[src/rtl/fft_pair_feeder.sv]
// Buffers a 16-sample complex frame, then streams the 8 radix-2 DIF butterfly
// operand pairs x[n], x[n+8] together with their sum and twiddle W16^n (Q16).
module fft_pair_feeder (
  input  logic               clk,
  input  logic               rst,
  input  logic               in_valid,
  input  logic signed [31:0] in_real,
  input  logic signed [31:0] in_imag,
  output logic               in_ready,
  input  logic               hold,
  output logic               valid,
  output logic signed [31:0] real_b,
  output logic signed [31:0] imag_b,
  output logic signed [31:0] real_a,
  output logic signed [31:0] imag_a,
  output logic signed [31:0] Real_coff,
  output logic signed [31:0] Imag_coff,
  output logic signed [31:0] sum_real,
  output logic signed [31:0] sum_imag,
  output logic               done
);

  typedef enum logic {LOAD, FEED} state_t;

  state_t            state;
  logic [3:0]        wr_cnt;
  logic [3:0]        pair_cnt;
  logic signed [31:0] mem_re [16];
  logic signed [31:0] mem_im [16];

  logic [3:0]         idx_b;
  logic [3:0]         idx_a;
  logic signed [31:0] b_re, b_im, a_re, a_im;
  logic signed [31:0] tw_re, tw_im;

  assign idx_b = {1'b0, pair_cnt[2:0]};
  assign idx_a = {1'b1, pair_cnt[2:0]};
  assign b_re  = mem_re[idx_b];
  assign b_im  = mem_im[idx_b];
  assign a_re  = mem_re[idx_a];
  assign a_im  = mem_im[idx_a];

  always_comb begin
    tw_re = 32'sd65536;
    tw_im = 32'sd0;
    unique case (pair_cnt[2:0])
      3'd0: begin tw_re =  32'sd65536; tw_im =  32'sd0;     end
      3'd1: begin tw_re =  32'sd60547; tw_im = -32'sd25080; end
      3'd2: begin tw_re =  32'sd46341; tw_im = -32'sd46341; end
      3'd3: begin tw_re =  32'sd25080; tw_im = -32'sd60547; end
      3'd4: begin tw_re =  32'sd0;     tw_im = -32'sd65536; end
      3'd5: begin tw_re = -32'sd25080; tw_im = -32'sd60547; end
      3'd6: begin tw_re = -32'sd46341; tw_im = -32'sd46341; end
      3'd7: begin tw_re = -32'sd60547; tw_im = -32'sd25080; end
    endcase
  end

  // Frame storage has no reset: every frame overwrites all 16 entries.
  always_ff @(posedge clk) begin
    if (state == LOAD && in_valid) begin
      mem_re[wr_cnt] <= in_real;
      mem_im[wr_cnt] <= in_imag;
    end
  end

  always_ff @(posedge clk or posedge rst) begin
    if (rst) begin
      state     <= LOAD;
      wr_cnt    <= '0;
      pair_cnt  <= '0;
      in_ready  <= 1'b1;
      valid     <= 1'b0;
      done      <= 1'b0;
      real_b    <= '0;
      imag_b    <= '0;
      real_a    <= '0;
      imag_a    <= '0;
      Real_coff <= '0;
      Imag_coff <= '0;
      sum_real  <= '0;
      sum_imag  <= '0;
    end else begin
      done <= 1'b0;
      unique case (state)
        LOAD: begin
          if (in_valid) begin
            if (wr_cnt == 4'd15) begin
              state    <= FEED;
              in_ready <= 1'b0;
              wr_cnt   <= '0;
            end else begin
              wr_cnt <= wr_cnt + 4'd1;
            end
          end
        end
        FEED: begin
          if (!hold) begin
            // pair_cnt reaching 8 means pair 7 is already on the outputs
            if (pair_cnt[3]) begin
              valid    <= 1'b0;
              done     <= 1'b1;
              state    <= LOAD;
              in_ready <= 1'b1;
              pair_cnt <= '0;
            end else begin
              valid     <= 1'b1;
              real_b    <= b_re;
              imag_b    <= b_im;
              real_a    <= a_re;
              imag_a    <= a_im;
              sum_real  <= b_re + a_re;
              sum_imag  <= b_im + a_im;
              Real_coff <= tw_re;
              Imag_coff <= tw_im;
              pair_cnt  <= pair_cnt + 4'd1;
            end
          end
        end
      endcase
    end
  end

endmodule

[config.mk]
export PLATFORM = sky130hd
export DESIGN_NAME = fft_pair_feeder
export DESIGN_NICKNAME = d
export VERILOG_FILES = /design/src/rtl/fft_pair_feeder.sv
export SDC_FILE = /design/constraint.sdc
export NUM_CORES = 2
export LEC_CHECK = 0
export CORE_UTILIZATION = 60
export CTS_BUF_LIST = sky130_fd_sc_hd__clkbuf_8
export CTS_CLUSTER_SIZE = 40
export DETAILED_ROUTE_END_ITERATION = 16
export PLACE_DENSITY = 0.81
export SLEW_MARGIN = 20
export SYNTH_ARGS = -nofsm -noshare
export SYNTH_HDL_FRONTEND = slang
export SYNTH_SLANG_ARGS = --single-unit
export TNS_END_PERCENT = 100
[constraint.sdc]
create_clock -name clk -period 26.5 [get_ports clk]
set_input_delay 7.95 -clock clk [delete_from_list [all_inputs] [get_ports clk]]
set_output_delay 7.95 -clock clk [all_outputs]
set_load 0.005 [all_outputs]
**After elaboration in Yosys (flattened, before gate mapping)**

Memories as Yosys holds them, arrays and structs flattened. A register that Yosys moved wholly into a read port is not among the register bits.
Cells that the tools add are included.

- Reduce and logical (&&, ||, !) cells: 5
- Bitwise logic cells: 3
- Equal/unequal tests: 5
- $add $sub $neg: 4
- Muxes and demuxes: 17

Operators with widths:

| cell | number |
|---|---|
| adder 32 bit | 2 |
| 2-to-1 mux 1 bit | 13 |
| adder 4 x 1 -> 4 bit (second input constant) | 2 |
| 2-to-1 mux 4 bit | 2 |
| == test 4 bit (second input constant) | 1 |
| inequality test 2 x 1 -> 1 bit (second input constant) | 2 |
| inequality test 2 bit (second input constant) | 2 |
| case mux 1 bit (2 select lines) | 2 |
| AND reduction 2 bit | 2 |
| AND reduction 4 bit | 1 |
| NOT 1 bit | 3 |
| AND reduction 3 bit | 1 |
| logical AND 1 bit | 1 |

- Input port bits: 68
- Word-level logic and storage cells: 50
- ROM bits: 504
- RAM bits: 1024
- Flip-flop bits (word level): 236
- Output and inout bits: 259
- Memories: 3

Memories:

| name | depth | width | rd ports | clocked after memory_dff | wr ports | RTL line | source |
|---|---|---|---|---|---|---|---|
| mem_im | 16 | 32 | 2 | 0 | 1 | 29 | `logic signed [31:0] mem_im [16];` |
| mem_re | 16 | 32 | 2 | 0 | 1 | 28 | `logic signed [31:0] mem_re [16];` |
| (name not given) | 8 | 63 | 1 | 1 | 0 | 46 | `unique case (pair_cnt[2:0])` |

**Longest topological paths before layout**

- Depth in word-level cells: 4
- Depth in mapped cells: 17
- Gate-level depth less buffers: 13

**Worst setup path before layout**

No wires, ideal clock.

- Path kind: input -> register
- From: input in_valid
- To: memory mem_im[11][0] (enable)
- Slack: 12.683 ns
- Path buffers: 1
- Arrival time: 13.239 ns
- Required time: 25.922 ns
- Stages on the path: 4
- Setup time: 0.578 ns
- Cell sequence: nor2b_1 clkbuf_1 nand2_1 nor3b_1

- Cells in the longest elaborated chain, start to end: 3

Ends and longest elaborated chain:

| what | RTL line | source |
|---|---|---|
| start, declared | 6 | `input logic in_valid,` |
| logical AND 1 bit | 60 | `if (state == LOAD && in_valid) begin` |
| 2-to-1 mux 1 bit | 60 |  |
| 2-to-1 mux 1 bit (not written as such) | 62 | `mem_im[wr_cnt] <= in_imag;` |
| end, declared | 29 |  |

Every way passes these cells.

**Worst setup path after layout**

- From: input in_valid
- To: memory mem_re[4][18] (enable)

- Cells in the longest elaborated chain, start to end: 3

Ends and longest elaborated chain:

| what | RTL line | source |
|---|---|---|
| logical AND 1 bit | 60 |  |
| 2-to-1 mux 1 bit | 60 |  |
| 2-to-1 mux 1 bit (not written as such) | 61 | `mem_re[wr_cnt] <= in_real;` |
| end, declared | 28 |  |

Every way passes these cells.

==> impl_metrics.csv <==
group,metric,value,unit
global_routing,grt_usage,30.3,%
layout,ff_latch_area,36400,um^2
sta,finalCritPeriodShare,40.0,%
setup_path,cp.arrival,11050,ps
route,routed.top_layer,"met5",
outcome,status,"finished, final reports clean",
route,wl_met3,11800,um
placed_design,place_congestion,0.925,
sta,whs,480,ps
clocking,cts_setup_buffers,0,
logic_synthesis,avgSynthCellArea,16.3,um^2
min_path,hold_path_end,"Real_coff[8]$_DFFE_PP0P_",
min_path,hold_path_depth,2,
setup_path,critPathLaunchType,"input pin",
logic_synthesis,yosysWarnings,0,
run,maxCapViolations,0,
logic_synthesis,syn_nets,3261,
logic_synthesis,syn_area,50800,um^2
die,start_util,60.7,%
sta,rsz0062_at_grt,"no",
logic_synthesis,ys_seq_area_share,71.5,%
layout,syn_to_final_growth,15.2,%
sta,tns,0,ps
sta,max_slew.worst_pin.slew,1160,ps
sta,final-max-slew-violation-count,0,
logic_synthesis,postSynthCellCount,3120,
min_path,hp-start,"Real_coff[8]$_DFFE_PP0P_",
die,ios,327,
setup_path,cp.required,26940,ps
sta,max_freq,94.2,MHz
pwr,power_density,127,nW/um^2
route,dr_wl_met2,64000,um
setup_path,reg2reg_from,"pair_cnt[0]$_DFFE_PP0P_",
global_routing,grt_pass1_vias,30300,
die,die_w,293,um
die,die_h,293,um
sta,final_hold_viol_count,0,
sta,post-route-min-period,10610,ps
clocking,cts-root-buf,"clkbuf_8",
logic_synthesis,yosys_most_used_dff,"edfxtp_1",
setup_path,reg2reg_depth,13,
layout,drive_gt1_share,15.9,%
logic_synthesis,ys_ff_latch,1248,
clocking,htree_levels,4,
clocking,ctsHoldBuffers,0,
clocking,clk_latency,860,ps
sta,skew,52.1,ps
route,route.layer.met1.wl,48300,um
setup_path,end_kind,"flop",
route,drt_iter0_drc,3084,
clocking,cts_made_buffers,188,
layout,multiInputGateArea,13400,um^2
global_routing,antenna_found_initial,12,
layout,mostFrequentLayoutCells,"1024 x edfxtp_1, 529 x nand2_1, 325 x clkdlybuf4s50_1",
sta,setup_viol,0,
setup_path,crit_type,"input pin to flop",
route,ant_nets,0,
sta,relSlewSlack,22.6,%
placed_design,port_buffers,325,
route,avgViaCountPerCell,6.27,
logic_synthesis,yosysUniqueCellTypes,76,
clocking,cts_buffer_depth,3,
global_routing,grt_max_degree,253,
setup_path,timing.rr.end,"sum_imag[31]$_DFFE_PP0P_",
setup_path,ff2ff_setup_slack,20320,ps
placed_design,dpl.hpwl,79500,um
clocking,cts_tree,"yes",
logic_synthesis,async_flop_share,17.9,%
logic_synthesis,synth_edf_count,1024,
route,routed-via-count,29900,
global_routing,grt_pass1_wl,191000,um
route,wl,128000,um
min_path,hold_class,"flop to flop",
pwr,ir_worst_vdd,0.0903,mV
clocking,clkSlewWorstSetupHoldPaths,60,ps
route,firstDrtPassIters,5,
clocking,cts.repair.resized,0,
clocking,numClockSinks,1248,
route,drc,0,
die,die-area,85900,um^2
layout,nets,3606,
setup_path,critPathMaxFanout,36,
route,wl_per_cell,26.9,um
pwr,p_leak,20.7,nW
layout,fillers,5140,
die,core_area,83700,um^2
layout,final_common_cell,"edfxtp_1",
die,rows,106,
global_routing,grt_remaining_overflow,0,
worst max-delay path: stages:
cell and delay, ps:
clkdlybuf4s50_1 560, nor2b_1 580, nand2_1 150, nor2_1 270, and2_2 830, buf_4 680
cell usage after synthesis (all sizes together), types with 3 or more instances:
cell type     n  area [um^2]
a211oi        7         70.1
a21boi        3         26.3
a21o         25          188
a21oi        76          388
a31oi       131          820
and2          8         52.6
and3         14         87.6
buf          98          637
clkbuf      108          405
dfrtp       223         5580
edfxtp     1024        30700
ha           71          888
inv          27          101
mux2i        10          100
mux4        256         5770
nand2       529         1990
nand2b        5         31.3
nand3        20          100
nand4        21          131
nor2        175          657
nor2b         5         31.3
nor3         12         60.1
nor3b         4         30.0
nor4          5         37.5
o2111ai       4         35.0
o211ai        7         66.3
o21a         10         75.1
o21ai       127          639
o221ai        3         26.3
o31ai        17          151
o41ai         6         93.9
xnor2        34          298
xor2         21          184
cell families (layout without fill, tap and decap cells):
logic type,count (synthesis),after routing,share of synthesized area (%)
flip-flops,1248,1248,71.5
AND/OR/NAND/NOR,808,808,6.45
AO/OA/AOI/OAI,436,436,5.45
multiplexers,266,266,11.5
buffers and inverters,233,739,2.25
adder cells (fa/ha/maj),73,73,1.83
XOR/XNOR,55,55,0.948
other,1,7,0.00738
flip-flops by register name (all words and copies together), names as in the netlist:
name,count
mem_im,512
mem_re,512
imag_a,32
imag_b,32
real_a,32
real_b,32
sum_imag,32
sum_real,32
Real_coff,12
Imag_coff,8
pair_cnt,4
wr_cnt,4
done,1
in_ready,1
state,1
valid,1
power breakdown:
group,switching (mW),internal (mW)
Sequential,0.230,2.42
Combinational,1.87,1.36
Clock,0.751,0.778
per-stage QoR:
stage | setup WS [ps] | util [%] | power [mW] | area, um^2 | cells
detailed placement | 15070 | 65.5 | 5.88 | 54800 | 4408
global route | 15820 | 70.0 | 7.78 | 58500 | 4764
CTS | 15940 | 69.9 | 7.41 | 58500 | 4759
floorplan | 12420 | - | 4.68 | 50800 | 3120
finish | 15890 | 70.0 | 7.41 | 58500 | 4766
global placement | 15180 | 65.5 | 5.82 | 54800 | 4408
cell type report:
type	instances	share of cell area, %
sequential	1248	62.1
multi-input combinational	1639	22.9
timing repair buffer	361	6.10
tap	1134	2.42
clock inverter	150	1.54
clock buffer	201	4.73
antenna	6	0.0256
inverter	27	0.190
metal layers:
metal  up-vias  GRT usage, %
met5         -             0
li1      12700             -
met3       263          6.81
met1     15200          40.3
met4        14          11.9
met2      1703          49.2
how the worst max path moves through the flow:
stage,end,from,cells after the start
detailed placement,mem_re[4][23]$_DFFE_PP_,in_valid,6
global placement,mem_re[4][0]$_DFFE_PP_,in_valid,6
floorplan,Imag_coff[11]$_DFFE_PP0P_,rst,1
global route,mem_re[4][21]$_DFFE_PP_,in_valid,6
CTS,mem_re[4][18]$_DFFE_PP_,in_valid,6
finish,mem_re[4][18]$_DFFE_PP_,in_valid,6
(Power assumes the default switching activity.)
